--- src/rtl/instruction_fetch_pkg.sv ---
// Shared types and default widths for the instruction fetch unit.
package instruction_fetch_pkg;

  localparam int unsigned DefaultAddressWidth = 8;
  localparam int unsigned DefaultDataWidth    = 8;

  typedef enum logic [1:0] {
    FETCH,
    HOLD,
    REDIRECT,
    HALTED
  } fetch_state_t;

endpackage

--- src/rtl/instruction_fetch.sv ---
// Fetch FSM: reads one instruction at pc, offers it downstream, and steers an external
// program counter through registered increment / load strobes.
module instruction_fetch
  import instruction_fetch_pkg::*;
#(
  parameter int unsigned ADDRESS_WIDTH = DefaultAddressWidth,
  parameter int unsigned DATA_WIDTH    = DefaultDataWidth
) (
  input  logic                     clock,
  input  logic                     reset,
  input  logic [ADDRESS_WIDTH-1:0] pc,
  output logic                     pc_enable,
  output logic                     pc_load_n,
  output logic [ADDRESS_WIDTH-1:0] jump_address,
  output logic                     mem_read,
  output logic [ADDRESS_WIDTH-1:0] mem_address,
  input  logic                     mem_ready,
  input  logic [DATA_WIDTH-1:0]    mem_data,
  output logic [DATA_WIDTH-1:0]    instr,
  output logic [ADDRESS_WIDTH-1:0] instr_pc,
  output logic                     instr_valid,
  input  logic                     instr_ready,
  input  logic                     branch_taken,
  input  logic [ADDRESS_WIDTH-1:0] branch_target,
  input  logic                     halt
);

  fetch_state_t             state_q, state_d;
  logic [DATA_WIDTH-1:0]    instr_q, instr_d;
  logic [ADDRESS_WIDTH-1:0] instr_pc_q, instr_pc_d;
  logic [ADDRESS_WIDTH-1:0] jump_address_q, jump_address_d;
  logic                     pc_enable_q, pc_enable_d;
  logic                     pc_load_n_q, pc_load_n_d;

  always_comb begin
    state_d        = state_q;
    instr_d        = instr_q;
    instr_pc_d     = instr_pc_q;
    jump_address_d = jump_address_q;
    pc_enable_d    = 1'b0;
    pc_load_n_d    = 1'b1;
    unique case (state_q)
      FETCH: begin
        // A redirect wins over returning data; the data is simply dropped.
        if (branch_taken) begin
          state_d        = REDIRECT;
          pc_load_n_d    = 1'b0;
          jump_address_d = branch_target;
        end else if (mem_ready) begin
          state_d     = HOLD;
          instr_d     = mem_data;
          instr_pc_d  = pc;
          pc_enable_d = 1'b1;
        end
      end
      HOLD: begin
        if (branch_taken) begin
          state_d        = REDIRECT;
          pc_load_n_d    = 1'b0;
          jump_address_d = branch_target;
        end else if (instr_ready) begin
          state_d = halt ? HALTED : FETCH;
        end
      end
      REDIRECT: state_d = FETCH;
      HALTED:   state_d = HALTED;
      default:  state_d = FETCH;
    endcase
  end

  always_ff @(posedge clock) begin
    if (reset) begin
      state_q        <= FETCH;
      instr_q        <= '0;
      instr_pc_q     <= '0;
      jump_address_q <= '0;
      pc_enable_q    <= 1'b0;
      pc_load_n_q    <= 1'b1;
    end else begin
      state_q        <= state_d;
      instr_q        <= instr_d;
      instr_pc_q     <= instr_pc_d;
      jump_address_q <= jump_address_d;
      pc_enable_q    <= pc_enable_d;
      pc_load_n_q    <= pc_load_n_d;
    end
  end

  assign mem_read     = (state_q == FETCH) && !reset;
  assign mem_address  = pc;
  assign instr_valid  = (state_q == HOLD);
  assign instr        = instr_q;
  assign instr_pc     = instr_pc_q;
  assign jump_address = jump_address_q;
  assign pc_enable    = pc_enable_q;
  assign pc_load_n    = pc_load_n_q;

endmodule
--- config.mk ---
export PLATFORM = sky130hd
export DESIGN_NAME = instruction_fetch
export DESIGN_NICKNAME = d
export VERILOG_FILES = /design/src/rtl/instruction_fetch_pkg.sv /design/src/rtl/instruction_fetch.sv
export SDC_FILE = /design/constraint.sdc
export NUM_CORES = 1
export LEC_CHECK = 0
export CORE_ASPECT_RATIO = 0.8
export CORE_MARGIN = 8
export CORE_UTILIZATION = 34
export CTS_BUF_LIST = sky130_fd_sc_hd__clkbuf_8
export CTS_CLUSTER_SIZE = 12
export DETAILED_ROUTE_END_ITERATION = 12
export GPL_TIMING_DRIVEN = 1
export PLACE_DENSITY_LB_ADDON = 0.05
export SETUP_SLACK_MARGIN = 0.4
export SYNTH_ARGS = -nofsm -noshare
export SYNTH_HDL_FRONTEND = slang
export SYNTH_SLANG_ARGS = --single-unit
--- constraint.sdc ---
create_clock -name clock -period 1.3 [get_ports clock]
set_input_delay 0.325 -clock clock [delete_from_list [all_inputs] [get_ports clock]]
set_output_delay 0.325 -clock clock [all_outputs]
set_load 0.03 [all_outputs]
==> After elaboration in Yosys (flattened, before gate mapping) <==
Index checks and enable logic that the tools add are counted.
{ "op_classes": {"reduce_logical": 9, "mux": 8, "div": 0, "n_eq_ne": 5, "n_mul": 0, "bitwise_logic": 3, "n_addsub": 0, "shift": 0, "magnitude_cmp": 0} }
{ "op_table": {"columns": ["operator", "n"], "rows": [
  ["$mux W2", 5],
  ["$pmux W2 S4", 1],
  ["$eq A2 B2 Y1 const B", 2],
  ["$reduce_and A2 Y1", 2],
  ["$reduce_or A2 Y1", 2],
  ["$ne A3 B1 Y1 const B", 1],
  ["$ne A3 B3 Y1 const B", 1],
  ["$not A1 Y1", 3],
  ["$reduce_and A3 Y1", 1],
  ["$reduce_or A3 Y1", 1],
  ["$eq A2 B1 Y1 const B", 1],
  ["$logic_not A2 Y1", 1],
  ["$mux W1", 2],
  ["$logic_and A1 B1 Y1", 1],
  ["$logic_not A1 Y1", 1]
]} }
{ "word_totals": {"mem_bits_ro": 0, "latchBits": 0, "input_bits": 30, "n_memories": 0, "ram_bits": 0, "ff_bits": 28} }

==> Logic depth before layout (Yosys ltp) <==
{ "depth": {"ltp_word": 4, "ltp_mapped": 5, "depth_no_buf": 3} }

==> Worst setup path after synthesis <==
OpenSTA, ideal clock, no wires.
{ "synth_path": {"path_kind": "input-to-output", "startpoint": "input reset", "endpoint": "output mem_read", "path_slack_ns": -0.200, "required_ns": 0.975, "t_arrival_ns": 1.175, "path_buffers": 1, "path_stages": 2, "cell_sequence": "clkbuf_1 > nor3_1"} }
{ "synth_via": {"elab_chain_len": 2} }
{ "synth_rtl": {"columns": ["element", "line_no", "text"], "rows": [
  ["start: declaration", "instruction_fetch.sv:10", "input logic reset,"],
  ["$logic_not A1 Y1", "instruction_fetch.sv:89", "assign mem_read = (state_q == FETCH) && !reset;"],
  ["$logic_and A1 B1 Y1", "instruction_fetch.sv:89", null],
  ["end: declaration", "instruction_fetch.sv:15", "output logic mem_read,"]
]} }
Every way passes these cells.

==> Worst setup path in the final report <==
{ "layout_path": {"startpoint": "register state_q[0]", "endpoint": "output instr_valid"} }
{ "layout_via": {"elab_chain_len": 1} }
{ "layout_rtl": {"columns": ["element", "line_no", "text"], "rows": [
  ["start: declaration", "instruction_fetch.sv:28", "fetch_state_t state_q, state_d;"],
  ["start signal: assignment", "instruction_fetch.sv:80", "state_q <= state_d;"],
  ["$eq A2 B1 Y1", "instruction_fetch.sv:91", "assign instr_valid = (state_q == HOLD);"],
  ["end: declaration", "instruction_fetch.sv:21", "output logic instr_valid,"]
]} }
Every way passes these cells.

==> flow_metrics.tcl <==
set metrics [dict create \
    violations "negative setup slack" \
    core_um2 3063 \
    max_cap_viol_count 0 \
    grt_first_pass_wirelength_um 5437 \
    period_minus_slack_ns 1.380 \
    setup_ws_ns -0.07970 \
    clkTransAtPathRegs_ns 0.09 \
    drtAntennaViolNets 0 \
    placedCellCount 228 \
    synth-seq-cells 28 \
    ys_top_cells_by_area "dfxtp_1, nand2_1, a21oi_1" \
    fin_worst_skew_ns 0.001978 \
    worst_slew_pin_slew_ns 0.3320 \
    place_area_um2 1674 \
    grt_pass1_vias 1124 \
    post-dp-hpwl_um 2222 \
    gp_congestion 0.6902 \
    cts_tree "done" \
    yosys_warnings 0 \
    cts.path.max_buffers 2 \
    numPortBuffers 65 \
    final_cells 246 \
    drv_slew 0 \
    min_period_over_period 1.061 \
    synth_edf_count 0 \
    grt.overflow.total 0 \
    finalHoldViolCount 0 \
    ys_types 18 \
    crit_path_start_kind "flip-flop" \
    clock-sinks 28 \
    synthMostInstantiatedCell "nand2_1" \
    arrival_ns 1.05 \
    drive_above_1_share 0.6214 \
    via_per_inst 4.610 \
    antenna_found_initial 0 \
    start_util 0.3521 \
    startpoint "state_q[0]" \
    h-tree-depth 1 \
    die_x_um 78.97 \
    hold_path_class "input pin to flip-flop" \
    outcome "complete, but fails checks" \
    clkLatencyLatePin_ns 0.27 \
    design_area_um2 2108 \
    setup_viol_count_final 18 \
    drt_wl_total_um 3488 \
    drt-initial-drc-count 36 \
    rsz0062_at_grt "true" \
    grt.total_usage 0.1298 \
    diodes 0 \
    peakVddDrop_uv 749.6 \
    die_area_um2 5242 \
    avgSynthCellArea_um2 8.296 \
    max_clock_freq_mhz 724.8 \
    synth_top_area_frac 0.5197 \
    root_buffer "clkbuf_8" \
    cp.required_ns 0.98 \
    synth_common_cells "nand2_1, dfxtp_1, a21oi_1, buf_4, clkbuf_1" \
    die_y_um 66.38 \
    worstPathMaxFanout 4 \
    synth_area_um2 1079 \
    regToRegStartpoint "state_q[0]" \
    via_count 1134 \
    syn_nets 160 \
    p_leak_nw 0.8886 \
    cts_hold_buf 0 \
    io_pins 66 \
    core.rowCount 18 \
    drt_pass1_iterations 2 \
    synthFlopType "dfxtp_1" \
    relSlewSlack 0.7751 \
    cts_made_buffers 3 \
    critPathCaptureType "output port" \
    wl_per_cell_um 14.18 \
    synthToLayoutAreaGrowth_pct 95.48 \
    synth_largest_area_cell "dfxtp_1" \
    seq_area_frac_synth 0.5197 \
    path_class "flip-flop to output port" \
    hold_start "pc[2]" \
    grt_max_degree 29 \
    async_reset_ff_frac 0 \
    drc 0 \
    p_per_area_nw_per_um2 975.0 \
    synth_cells 130 \
    fin_nets 237 \
]
==> cell families (layout without fill, tap and decap cells) <==
group | after synthesis | in the layout | synth area share
buffers and inverters | 17 | 90 | 0.1056
AOI/OAI and AO/OA | 28 | 28 | 0.1392
and+or+nand+nor | 57 | 60 | 0.2355
DFF | 28 | 28 | 0.5197
==> critical path, cell delays in order (launching register included) <==
cell,delay (ns)
dfxtp_2,0.34
buf_6,0.12
and2b_2,0.19
buf_6,0.13
==> flip-flops by register name, indices dropped and copies added (netlist names) <==
register / cells
instr: 8
instr_pc: 8
jump_address: 8
state_q: 2
pc_enable: 1
pc_load_n: 1
==> where the power goes <==
group | internal, mW | leakage (nW) | switching (mW)
Clock | 0.271 | 0.0288 | 0.261
Sequential | 0.910 | 0.241 | 0.0343
Combinational | 0.298 | 0.619 | 0.280
Total | 1.48 | 0.889 | 0.576
==> path summary, 6_finish.rpt <==
kind / depth (start not counted) / to / slack [ns]
min reg2reg: 2 / instr_pc[2] / 0.46
max: 3 / instr_valid / -0.08
min: 3 / instr_pc[2] / 0.28
max reg2reg: 4 / instr_pc[5] / -0.04
==> final cells by class <==
cell class	instances	area, um2
Multi-Input combinational cell	88	529.3
Sequential cell	28	598.1
Timing Repair Buffer	85	872.1
Clock buffer	4	55.05
Inverter	1	3.754
Tap cell	40	50.05
Fill cell	264	954.7
==> routing by layer <==
layer  routed length, um  vias up  track usage
met2                1729       36       0.2211
met5                   0        -            0
met4                  15        0      0.02074
li1                    -      567            -
met3                 370        4      0.06793
met1                1371      527       0.1429
==> metrics by stage <==
step | hold WS [ns] | total power [mW] | setup TNS [ns] | utilization | setup slack, ns
after floorplan | 0.4610 | 1.198 | -0.3943 | - | -0.04929
after global placement | 0.4418 | 1.399 | -9.923 | 0.5466 | -0.4250
after detailed placement | 0.4466 | 1.402 | -10.30 | 0.5466 | -0.4429
after CTS | 0.2921 | 2.040 | -0.7653 | 0.6536 | -0.1037
after global routing | 0.2661 | 2.165 | -0.8842 | 0.6883 | -0.1153
final | 0.2791 | 2.055 | -0.3571 | 0.6883 | -0.07970
==> cell usage in the layout (no fill, tap or decap) <==
cell type / synthesis / final
nand2b_4: 0 / 1
clkbuf_2: 0 / 1
buf_12: 0 / 1
o311ai_1: 0 / 1
dlygate4sd2_1: 0 / 2
nor4b_4: 1 / 1
a21oi_2: 1 / 8
nand2b_1: 2 / 1
nand2_1: 48 / 34
buf_4: 8 / 13
and2b_2: 0 / 1
or4b_4: 0 / 3
nand2_2: 0 / 14
nor2_1: 2 / 2
dfxtp_4: 0 / 1
nor3_4: 0 / 1
clkbuf_8: 0 / 4
a21oi_1: 25 / 18
inv_1: 1 / 1
buf_6: 1 / 45
buf_2: 1 / 4
and2b_4: 0 / 2
a21o_1: 1 / 1
dfxtp_2: 0 / 27
clkdlybuf4s50_1: 0 / 18
clkbuf_16: 0 / 1
==> timing repair <==
item                       in CTS  in global routing
pin swaps                       6                 13
gates cloned                    4                  0
setup endpoints to repair      64                 60
hold endpoints to repair        0                  0
gates resized for setup       110                 29
buffers inserted                6                  4
Power figures use the tool's default switching activity.
